==> src/rtl/fp_pkg.sv <==
// Shared constants and types for the FP32 normalize/round/pack stage.
package fp_pkg;

    localparam int          BIAS    = 127;
    localparam int          EXP_MAX = 2 * BIAS + 1;
    localparam logic [31:0] QNAN    = 32'h7FC00000;
    localparam int          FRAC_W  = 23;

    // Result class carried through the pipeline; specials bypass the arithmetic.
    typedef enum logic [1:0] {
        CLS_NUM  = 2'd0,
        CLS_ZERO = 2'd1,
        CLS_INF  = 2'd2,
        CLS_NAN  = 2'd3
    } cls_e;

    // Normalized operand held between S1 and S2. e is an 11-bit two's complement value.
    typedef struct packed {
        logic              sign;
        logic [10:0]       e;
        logic [FRAC_W-1:0] frac;
        logic              g;
        logic              r;
        logic              s;
        cls_e              cls;
    } s1_t;

endpackage

==> src/rtl/fp_norm_round_rne.sv <==
// Round-to-nearest-even on a 23-bit fraction with guard/round/sticky bits.
module rne_round
    import fp_pkg::*;
(
    input  logic [FRAC_W-1:0] i_frac,
    input  logic              i_g,
    input  logic              i_r,
    input  logic              i_s,
    input  logic [10:0]       i_e,
    output logic [FRAC_W-1:0] o_frac,
    output logic [10:0]       o_e,
    output logic              o_inexact
);

    logic            w_inc;
    logic [FRAC_W:0] w_sum;

    // Increment on above-half, or exactly half with an odd lsb; a carry-out
    // leaves the fraction at zero and bumps the exponent.
    always_comb begin
        w_inc     = i_g & (i_r | i_s | i_frac[0]);
        w_sum     = {1'b0, i_frac} + {{FRAC_W{1'b0}}, w_inc};
        o_frac    = w_sum[FRAC_W-1:0];
        o_e       = i_e + {10'd0, w_sum[FRAC_W]};
        o_inexact = i_g | i_r | i_s;
    end

endmodule

==> src/rtl/fp_norm_round.sv <==
// FP32 normalize (S1) and round/pack (S2) with a 2-stage valid/ready pipeline.
module fp_norm_round
    import fp_pkg::*;
#(
    parameter int MANT_W = 48,
    parameter int EXP_W  = 10
) (
    input  logic              clk,
    input  logic              arst,
    input  logic              in_valid,
    output logic              in_ready,
    input  logic              sign_in,
    input  logic [EXP_W-1:0]  e_in,
    input  logic [MANT_W-1:0] m_in,
    input  logic              zero_in,
    input  logic              inf_in,
    input  logic              nan_in,
    output logic              out_valid,
    input  logic              out_ready,
    output logic [31:0]       res,
    output logic              ovf,
    output logic              unf,
    output logic              inexact,
    output logic              invalid
);

    localparam logic signed [10:0] E_MAX = 11'(EXP_MAX);

    logic              r_s1_valid;
    s1_t               r_s1;
    logic              r_s2_valid;
    logic [31:0]       r_res;
    logic              r_ovf;
    logic              r_unf;
    logic              r_inexact;
    logic              r_invalid;

    logic              w_s1_advance;
    logic [10:0]       w_e_ext;
    s1_t               w_s1_next;
    logic [FRAC_W-1:0] w_frac_rnd;
    logic [10:0]       w_e_rnd;
    logic              w_inexact_rnd;
    logic [31:0]       w_res;
    logic              w_ovf;
    logic              w_unf;
    logic              w_inexact;
    logic              w_invalid;

    assign w_s1_advance = ~r_s2_valid | out_ready;
    assign in_ready     = ~r_s1_valid | w_s1_advance;
    assign out_valid    = r_s2_valid;
    assign res          = r_res;
    assign ovf          = r_ovf;
    assign unf          = r_unf;
    assign inexact      = r_inexact;
    assign invalid      = r_invalid;

    // S1: align the hidden bit to m[MANT_W-2], extract fraction and G/R/S, classify.
    always_comb begin
        w_e_ext        = {{(11-EXP_W){e_in[EXP_W-1]}}, e_in};
        w_s1_next      = '0;
        w_s1_next.sign = sign_in;
        if (m_in[MANT_W-1]) begin
            // Value in [2,4): shift right; the dropped lsb is covered by the sticky OR.
            w_s1_next.e    = w_e_ext + 11'd1;
            w_s1_next.frac = m_in[MANT_W-2 -: FRAC_W];
            w_s1_next.g    = m_in[MANT_W-2-FRAC_W];
            w_s1_next.r    = m_in[MANT_W-3-FRAC_W];
            w_s1_next.s    = |m_in[MANT_W-4-FRAC_W:0];
        end else if (m_in[MANT_W-2]) begin
            w_s1_next.e    = w_e_ext;
            w_s1_next.frac = m_in[MANT_W-3 -: FRAC_W];
            w_s1_next.g    = m_in[MANT_W-3-FRAC_W];
            w_s1_next.r    = m_in[MANT_W-4-FRAC_W];
            w_s1_next.s    = |m_in[MANT_W-5-FRAC_W:0];
        end else begin
            // Value in [0.5,1): quotient case, shift left by one.
            w_s1_next.e    = w_e_ext - 11'd1;
            w_s1_next.frac = m_in[MANT_W-4 -: FRAC_W];
            w_s1_next.g    = m_in[MANT_W-4-FRAC_W];
            w_s1_next.r    = m_in[MANT_W-5-FRAC_W];
            w_s1_next.s    = |m_in[MANT_W-6-FRAC_W:0];
        end
        if (nan_in)       w_s1_next.cls = CLS_NAN;
        else if (inf_in)  w_s1_next.cls = CLS_INF;
        else if (zero_in) w_s1_next.cls = CLS_ZERO;
        else              w_s1_next.cls = CLS_NUM;
    end

    rne_round u_rne (
        .i_frac    (r_s1.frac),
        .i_g       (r_s1.g),
        .i_r       (r_s1.r),
        .i_s       (r_s1.s),
        .i_e       (r_s1.e),
        .o_frac    (w_frac_rnd),
        .o_e       (w_e_rnd),
        .o_inexact (w_inexact_rnd)
    );

    // S2: range-check the rounded exponent and pack; specials override arithmetic.
    always_comb begin
        w_res     = {r_s1.sign, w_e_rnd[7:0], w_frac_rnd};
        w_ovf     = 1'b0;
        w_unf     = 1'b0;
        w_inexact = 1'b0;
        w_invalid = 1'b0;
        case (r_s1.cls)
            CLS_NAN: begin
                w_res     = QNAN;
                w_invalid = 1'b1;
            end
            CLS_INF:  w_res = {r_s1.sign, 8'hFF, 23'h0};
            CLS_ZERO: w_res = {r_s1.sign, 31'h0};
            default: begin
                w_inexact = w_inexact_rnd;
                if ($signed(w_e_rnd) >= E_MAX) begin
                    w_res     = {r_s1.sign, 8'hFF, 23'h0};
                    w_ovf     = 1'b1;
                    w_inexact = 1'b1;
                end else if ($signed(w_e_rnd) <= 11'sd0) begin
                    w_res     = {r_s1.sign, 31'h0};
                    w_unf     = 1'b1;
                    w_inexact = 1'b1;
                end
            end
        endcase
    end

    // Pipeline registers: S1 loads when it can hand off, S2 loads when the consumer frees it.
    always_ff @(posedge clk) begin
        if (arst) begin
            r_s1_valid <= 1'b0;
            r_s1       <= '0;
            r_s2_valid <= 1'b0;
            r_res      <= 32'h0;
            r_ovf      <= 1'b0;
            r_unf      <= 1'b0;
            r_inexact  <= 1'b0;
            r_invalid  <= 1'b0;
        end else begin
            if (in_ready) begin
                r_s1_valid <= in_valid;
                if (in_valid) r_s1 <= w_s1_next;
            end
            if (w_s1_advance) begin
                r_s2_valid <= r_s1_valid;
                if (r_s1_valid) begin
                    r_res     <= w_res;
                    r_ovf     <= w_ovf;
                    r_unf     <= w_unf;
                    r_inexact <= w_inexact;
                    r_invalid <= w_invalid;
                end
            end
        end
    end

endmodule
==> config.mk <==
export PLATFORM = sky130hd
export DESIGN_NAME = fp_norm_round
export DESIGN_NICKNAME = d
export VERILOG_FILES = /design/src/rtl/fp_pkg.sv /design/src/rtl/fp_norm_round_rne.sv /design/src/rtl/fp_norm_round.sv
export SDC_FILE = /design/constraint.sdc
export NUM_CORES = 1
export LEC_CHECK = 0
export BUFFER_PORTS_ARGS = -buffer_cell sky130_fd_sc_hd__buf_2
export CORE_UTILIZATION = 25
export CTS_CLUSTER_SIZE = 12
export DETAILED_ROUTE_END_ITERATION = 8
export GPL_TIMING_DRIVEN = 1
export PLACE_DENSITY = 0.48
export SLEW_MARGIN = 10
export SYNTH_ARGS = -nofsm -noshare
export SYNTH_HDL_FRONTEND = slang
export SYNTH_HIERARCHICAL = 1
export SYNTH_SLANG_ARGS = --single-unit
==> constraint.sdc <==
create_clock -name clk -period 3.59 [get_ports clk]
set_clock_uncertainty 0.2 [all_clocks]
set_input_delay 0.359 -clock clk [delete_from_list [all_inputs] [get_ports clk]]
set_output_delay 0.359 -clock clk [all_outputs]
set_load 0.01 [all_outputs]
==> results of run 1 <==
area by class of cell:
type / instances / area (um2)
fillers: 1863 / 11500
clock inverters: 4 / 48.80
well taps: 225 / 281.5
clock buffers: 10 / 239.0
inverters: 13 / 48.80
repair buffers: 143 / 840.8
flip-flops and latches: 78 / 1562
multi-input cells: 388 / 2776
critical path: stages (launching register included):
cell and delay, ns:
dfxtp_1 0.33, and4_4 0.23, nand3_2 0.09, nor4_2 0.28, and2_1 0.16, ha_1 0.16
nand3_1 0.10, nor2_1 0.16, nand3_1 0.10, xnor2_1 0.29, nor4_2 0.10, a21o_2 0.29
buf_4 0.15, or4_1 0.49, a31oi_1 0.18
state kept, by name, indices dropped and copies added (netlist names):
register	count
out_valid	1
invalid	1
r_s1	40
ovf	1
res	32
unf	1
r_s1_valid	1
inexact	1
through the flow:
step / hold WS [ns] / power, mW
after floorplan: 0.2362 / 1.166
after global placement: 0.2465 / 1.310
after detailed placement: 0.2494 / 1.317
after CTS: 0.06500 / 2.228
after global routing: 0.08015 / 2.313
final: 0.07459 / 2.208
power by group:
group          leakage (nW)  internal (mW)  switching (mW)
clock                 0.144          0.548           0.344
sequential            0.638          0.910          0.0340
combinational          1.78          0.168           0.204
total                  2.56           1.63           0.582
layer usage:
metal,vias up,wire length (um)
met1,1880,6157
li1,2088,-
met5,-,0
met4,0,178
met3,11,506
met2,112,5827
repair_timing:
action / in CTS / in global routing
setup endpoints to repair: 22 / 32
gates resized for setup: 2 / 12
gates cloned: 1 / 0
setup buffers: 2 / 2
pin swaps: 2 / 1
worst max-delay path by stage:
stage | from | to | slack, ns | cells past startpoint
6_report | r_s1[5] | res[22] | 0.19 | 14
5_1_grt | r_s1[4] | res[22] | -0.03 | 14
4_1_cts | r_s1[5] | res[13] | 0.04 | 13
3_5_place_dp | r_s1[5] | res[8] | -0.36 | 13
3_3_place_gp | r_s1[5] | res[6] | -0.18 | 13
2_1_floorplan | r_s1[8] | res[10] | 0.31 | 14
synth_stat cells, types with 4 or more instances:
master / n / share of area [%]
inv_1: 13 / 1.1
a21oi_1: 10 / 1.1
dfxtp_1: 78 / 35
nor2_1: 44 / 3.7
clkbuf_1: 15 / 1.3
buf_2: 10 / 1.1
mux2i_1: 49 / 11
xor2_1: 19 / 3.8
xnor2_1: 15 / 3.0
and2_1: 5 / 0.71
o211ai_1: 4 / 0.68
o221a_1: 8 / 2.0
nor3_1: 10 / 1.1
nand3b_1: 9 / 1.5
and3_1: 6 / 0.85
nand2b_1: 4 / 0.56
nand4_1: 10 / 1.4
nand3_1: 19 / 2.1
a22o_1: 22 / 4.4
nor3_2: 7 / 1.6
nand2_1: 48 / 4.1
nor4_1: 9 / 1.3
o21ai_0: 29 / 3.3
nor2b_1: 11 / 1.6
ha_1: 5 / 1.4
cell families after synthesis:
kind of cell / share of synthesized area [%]
AND/OR/NAND/NOR: 25.57
AO/OA/AOI/OAI: 15.76
flip-flops: 35.25
multiplexers: 11.07
buffers and inverters: 4.209
XOR/XNOR: 6.723
adder cells (fa/ha/maj): 1.412
==> results.toml, run 1 <==
[sta]
rsz0062_at_grt = "yes"
layout_setup_ws_ns = 0.1884
drv_slew = 0
period_share_pct = 94.75
tightest_slew_ns = 0.9084
fmax_mhz = 294.0
setup_tns_ns = 0
relSlewSlack_pct = 39.44
hold_viol = 0
finalSetupViolCount = 0
finalCriticalPeriod_ns = 3.402

[place]
dp_cells = 842
place_congestion = 0.7866
hpwl_um = 9421
placed_cell_area_um2 = 5373
io_buffer_count = 103
dp_slack_ns = -0.3608

[clock_tree]
cts_sinks = 78
cts_tree = "yes"
cts.path.max_buffers = 2
cts_buffers = 9
clk_latency_ns = 0.34
ctsHoldBuffers = 0
htree_levels = 3
path_clk_slew_ns = 0.06
cts-root-buf = "clkbuf_16"

[drt]
drt_iter0_drc = 220
wire_per_inst_um = 14.72
drt-total-wl_um = 12670
vias_per_cell = 4.751
dr.pass1.iters = 4
vias = 4091
antenna_left = 0
drc = 0

[hold_path]
min_to = "r_s1[39]"
hp-start = "sign_in"
hold_class = "input pin to flop"
holdPathStages = 3

[layout]
diodes = 0
syn_to_final_growth_pct = 30.88
final_cells = 861
fin_area_um2 = 5797
fin_nets = 704
most-common-layout-cells = "103 x buf_2, 78 x dfxtp_1, 49 x mux2i_1, 48 x nand2_1, 44 x nor2_1"
layout_commonest_cell = "buf_2"
drive_above_1_share_pct = 30.50
final_util_pct = 33.51

[yosys]
ys_ff_latch = 78
syn_nets = 578
avgSynthCellArea_um2 = 8.736
ys_seq_area_share_pct = 35.25
netlist_instances = 507
synth.lib_cells_used.distinct = 59
synth_ff_type = "dfxtp_1"
synth_edf_count = 0
ys_warn_count = 6
async_reset_ff_share_pct = 0
synth.cell_area_um2 = 4429

[power]
leakage_nw = 2.559
vdd_drop_max_uv = 222.8
p_per_area_nw_per_um2 = 380.9

[run_status]
outcome = "finished, final reports clean"

[critical_path]
startpoint_type = "flop"
timing.rr.start = "r_s1[5]"
arrival_ns = 3.46
cp-end-kind = "flop"
critPathRequiredTime_ns = 3.65
r2r_end = "res[22]"
rrSetupSlack_ns = 0.19
cp_max_fo = 3
crit_type = "flop to flop"
r2r.worst_path.cells = 14

[global_route]
met2_usage_pct = 22.65
antenna_found_initial = 0
grt_usage_pct = 14.39
grt_pass1_vias = 3929
busiest_layer = "met2"
grtUsageMet3_pct = 2.553
grt_max_degree = 60
grt_pass1_wl_um = 20230
overflow = 0
grt.met1_usage_pct = 19.36

[floorplanning]
die_area_um2 = 18250
io-pin-count = 104
die_w_um = 135.1
initial_core_util_pct = 25.61
fp-row-count = 48
coreArea_um2 = 17300
die_h_um = 135.1

[flow_run]
cap_violations = 0
Power figures use the tool's default switching activity.
==> inputs of run 2 (changes only) <==
--- a/config.mk
+++ b/config.mk
@@ -8,2 +8,3 @@
 export BUFFER_PORTS_ARGS = -buffer_cell sky130_fd_sc_hd__buf_2
+export CORE_MARGIN = 2
 export CORE_UTILIZATION = 25
--- a/constraint.sdc
+++ b/constraint.sdc
@@ -4,2 +4,2 @@
 set_output_delay 0.359 -clock clk [all_outputs]
-set_load 0.01 [all_outputs]
+set_load 0.05 [all_outputs]
==> results.toml, run 2 (synthesized netlist as in run 1, its figures left out) <==
[clock_tree]
path_clk_slew_ns = 0.07
cts.path.max_buffers = 2
cts_buffers = 9
cts-root-buf = "clkbuf_16"
htree_levels = 3
ctsHoldBuffers = 0
clk_latency_ns = 0.34
cts_sinks = 78
cts_tree = "yes"

[drt]
drt_iter0_drc = 262
vias = 4115
drt-total-wl_um = 12540
drc = 0
antenna_left = 0
dr.pass1.iters = 5
vias_per_cell = 4.714
wire_per_inst_um = 14.36

[power]
netSwitchingPower_mw = 0.6461
vdd_drop_max_uv = 205.0
p_int_mw = 1.571
p_seq_share_pct = 42.5
p_per_area_nw_per_um2 = 381.1
combinationalPowerShare_pct = 18.4
leakage_nw = 2.612
p_sw_share_pct = 29.14
clock_power_share_pct = 39.1

[floorplanning]
die_area_um2 = 18800
die_w_um = 137.1
coreArea_um2 = 17300
io-pin-count = 104
fp-row-count = 48
die_h_um = 137.1
initial_core_util_pct = 25.61

[layout]
syn_to_final_growth_pct = 31.36
fin_area_um2 = 5818
fin_nets = 714
layout_commonest_cell = "buf_2"
most-common-layout-cells = "103 x buf_2, 78 x dfxtp_1, 51 x buf_4, 49 x mux2i_1, 48 x nand2_1"
multiInputGateArea_um2 = 2741
seq_area_um2 = 1562
largest_reg_flops = 40
final_cells = 873
drive_above_1_share_pct = 31.17
fillers = 1839
final_util_pct = 33.64
diodes = 0
registers.top_by_ff_count = "r_s1"

[critical_path]
cpPeakStageDelay_ns = 0.33
path_cells = "and4_1, nand3_1, nor4_2, and2_1, ha_1, ha_1, and3_1, buf_4, xor2_2, buf_4, nand4_1, o21ai_2, nor4_4, buf_4, buf_4, a22o_1"
crit_type = "flop to flop"
cp_max_fo = 8
arrival_ns = 3.36
path_buf_inv = 4
cp_common_cell = "buf_4"
critPathSlowestCell = "dfxtp_1"
cp-end-kind = "flop"
startpoint_type = "flop"
critPathRequiredTime_ns = 3.62
crit_family = "simple AND/OR/NAND/NOR gates"

[sta]
hold_viol = 0
fmax_mhz = 300.2
period_share_pct = 92.79
layout_setup_ws_ns = 0.2589
tightest_slew_ns = 0.9047
relSlewSlack_pct = 39.69
drv_slew = 0
finalSetupViolCount = 0
finalCriticalPeriod_ns = 3.331
fin_hold_ws_ns = 0.05969

[place]
dp_cells = 851
dp_slack_ns = -0.2858
hpwl_um = 9498
placed_cell_area_um2 = 5440
place_congestion = 0.8348
io_buffer_count = 103

[global_route]
grt_max_degree = 60
overflow = 0
grt_usage_pct = 13.74
antenna_found_initial = 0
grt_pass1_vias = 4030
grt_pass1_wl_um = 20330

[flow_run]
cap_violations = 0

[run_status]
outcome = "finished, final reports clean"

[hold_path]
hold_class = "input pin to flop"
## run 2: cell types whose count changed in the layout (fill, tap and decap cells not counted), moves of 2 or more
cell,before,now
and4_4,2,0
buf_12,2,0
clkinv_4,1,4
and4_1,1,3
nand3_2,3,1
nand3_1,17,19
buf_4,38,51
## run 2: repair_timing
action | in CTS | in global routing
resized for setup | 0 | 7
pin swaps | 1 | 3
endpoints found under the setup margin | 22 | 26
setup buffers | 6 | 0
## run 2: worst min-delay path, stage by stage
cell     delay (ns)
buf_2          0.09
nand2_1        0.05
a21oi_1        0.05
## run 2: path summary, 6_finish.rpt
kind	startpoint	to	slack, ns	depth (start not counted)
min reg2reg	ovf	ovf	0.25	2
max	r_s1[5]	res[5]	0.26	16
min	sign_in	r_s1[39]	0.06	3
max reg2reg	r_s1[5]	res[5]	0.26	16
## run 2: per-stage QoR
stage | power (mW) | TNS [ns]
after floorplan | 1.204 | 0
after global placement | 1.358 | -1.667
after detailed placement | 1.365 | -3.622
after CTS | 2.238 | 0
after global routing | 2.322 | -0.02181
final | 2.217 | 0
## run 2: area by class of cell
type / instances / share of cell area [%]
well taps: 225 / 4.839
inverters: 13 / 0.8387
multi-input cells: 387 / 47.12
repair buffers: 154 / 15.44
clock inverters: 6 / 0.8172
flip-flops and latches: 78 / 26.84
clock buffers: 10 / 4.108
## run 2: per-layer routing
metal  track usage, %  routed length, um  up-vias
met5                0                  0        -
met4            4.868                211        0
met3            2.889                575       16
met2            21.97               5645      108
met1            18.25               6108     1889
li1                 -                  -     2102
## run 2: power groups by stage
stage | Clock, mW | Sequential, mW | Combinational (mW)
5_1_grt | 0.925 | 0.948 | 0.449
2_1_floorplan | 0 | 1.01 | 0.199
4_1_cts | 0.888 | 0.942 | 0.407
6_report | 0.867 | 0.942 | 0.408
3_5_place_dp | 0 | 0.961 | 0.404
3_3_place_gp | 0 | 0.960 | 0.398
==> inputs of run 3 (changes only) <==
REMOVE_ABC_BUFFERS = 1   (was not set)
==> results.toml, run 3 (synthesized netlist as in run 1, its figures left out) <==
[layout]
layout_commonest_cell = "buf_2"
seq_area_um2 = 1562
diodes = 0
multiInputGateArea_um2 = 2808
fillers = 1846
largest_reg_flops = 40
drive_above_1_share_pct = 30.50
registers.top_by_ff_count = "r_s1"
fin_nets = 702
most-common-layout-cells = "103 x buf_2, 78 x dfxtp_1, 49 x mux2i_1, 48 x nand2_1, 44 x nor2_1"
final_cells = 861
syn_to_final_growth_pct = 30.96

[hold_path]
hold_class = "input pin to flop"

[global_route]
overflow = 0
grt_pass1_vias = 4027
grt_pass1_wl_um = 20180
antenna_found_initial = 0
grt_max_degree = 60
grt_usage_pct = 13.80

[place]
place_congestion = 0.8494
dp_cells = 841
hpwl_um = 9290
io_buffer_count = 103

[drt]
drc = 0
vias_per_cell = 4.792
dr.pass1.iters = 5
antenna_left = 0
wire_per_inst_um = 14.69
drt-total-wl_um = 12650
vias = 4126
drt_iter0_drc = 165

[clock_tree]
path_clk_slew_ns = 0.07
clk_latency_ns = 0.35
cts.path.max_buffers = 2
cts-root-buf = "clkbuf_16"
ctsHoldBuffers = 0
cts_sinks = 78
htree_levels = 3
cts_buffers = 9
cts_tree = "yes"

[floorplanning]
fp-row-count = 48
coreArea_um2 = 17300
initial_core_util_pct = 25.61
die_area_um2 = 18800
die_h_um = 137.1
io-pin-count = 104
die_w_um = 137.1

[run_status]
outcome = "finished, final reports clean"

[critical_path]
path_buf_inv = 3
critPathSlowestCell = "dfxtp_1"
cp_max_fo = 7
cpPeakStageDelay_ns = 0.32
path_cells = "and4_1, nand3_2, nor4_2, and2_1, ha_1, ha_1, and3_1, buf_4, xor2_4, buf_4, nand4_1, o21ai_4, nor4_4, buf_4, a22o_1"
critPathRequiredTime_ns = 3.63
cp-end-kind = "flop"
crit_type = "flop to flop"
cp_common_cell = "buf_4"
arrival_ns = 3.42
crit_family = "simple AND/OR/NAND/NOR gates"
startpoint_type = "flop"

[sta]
tightest_slew_ns = 0.8914
relSlewSlack_pct = 40.57
fmax_mhz = 295.9
fin_hold_ws_ns = 0.06966
drv_slew = 0
finalCriticalPeriod_ns = 3.380
finalSetupViolCount = 0
hold_viol = 0
setup_tns_ns = 0
period_share_pct = 94.14

[power]
combinationalPowerShare_pct = 18.3
p_seq_share_pct = 42.5
clock_power_share_pct = 39.3
netSwitchingPower_mw = 0.6557
p_sw_share_pct = 29.50
finalPower_mw = 2.223
vdd_drop_max_uv = 268.7
p_int_mw = 1.567
leakage_nw = 2.551
p_per_area_nw_per_um2 = 383.2

[flow_run]
cap_violations = 0
==> run 3: changes by cell type in the layout (fill, tap and decap cells not counted), sizes merged <==
cell      delta
clkinvlp     +2
buf         -13
clkinv       -4
inv          +2
nor4         +1
==> run 3: worst paths after layout <==
path                                from    endpoint  slack, ns  depth (start not counted)
worst min register to register  r_s1[28]    r_s1[28]       0.26                          2
worst max register to register   r_s1[5]      res[7]       0.21                         15
worst min-delay path            in_valid  r_s1_valid       0.07                          3
worst max-delay path             r_s1[5]      res[7]       0.21                         15
==> run 3: repair_timing <==
action | CTS | global route
setup endpoints to repair | 22 | 32
buffers inserted | 3 | 0
pin swaps | 2 | 1
resized for setup | 3 | 14
gates cloned | 1 | 0
==> run 3: metal layers <==
metal  vias up  routed length (um)  track usage [%]
met5         -                   0                0
met4         0                 217            5.899
met3        21                 531            2.704
met2        87                5692            21.75
met1      1924                6209            18.30
li1       2094                   -                -
==> run 3: per-stage QoR <==
stage	utilization [%]	setup slack, ns	cell area (um2)
6_report	33.54	0.2103	5801
5_1_grt	33.54	-0.01079	5801
4_1_cts	33.05	0.02648	5717
3_5_place_dp	31.02	-0.4180	5365
3_3_place_gp	31.02	-0.2148	5365
2_1_floorplan	-	-0.2821	4292
==> run 3: cell type report <==
type                            instances  area share, %
Sequential cell                        78          26.92
Tap cell                              225          4.853
Clock buffer                           10          4.120
Clock inverter                          6         0.7765
Inverter                               13         0.8412
Timing Repair Buffer                  141          14.09
Multi-Input combinational cell        388          48.40
==> run 3: power by group through the flow <==
stage / clock [mW] / sequential, mW / combinational [mW]
4_1_cts: 0.895 / 0.942 / 0.402
3_5_place_dp: 0 / 0.962 / 0.390
3_3_place_gp: 0 / 0.960 / 0.383
6_report: 0.873 / 0.944 / 0.406
2_1_floorplan: 0 / 1.01 / 0.172
5_1_grt: 0.926 / 0.949 / 0.447
==> run 3: tightest hold or removal path, cell delays in order <==
cell	delay, ns
buf_2	0.11
inv_1	0.05
a21oi_1	0.05
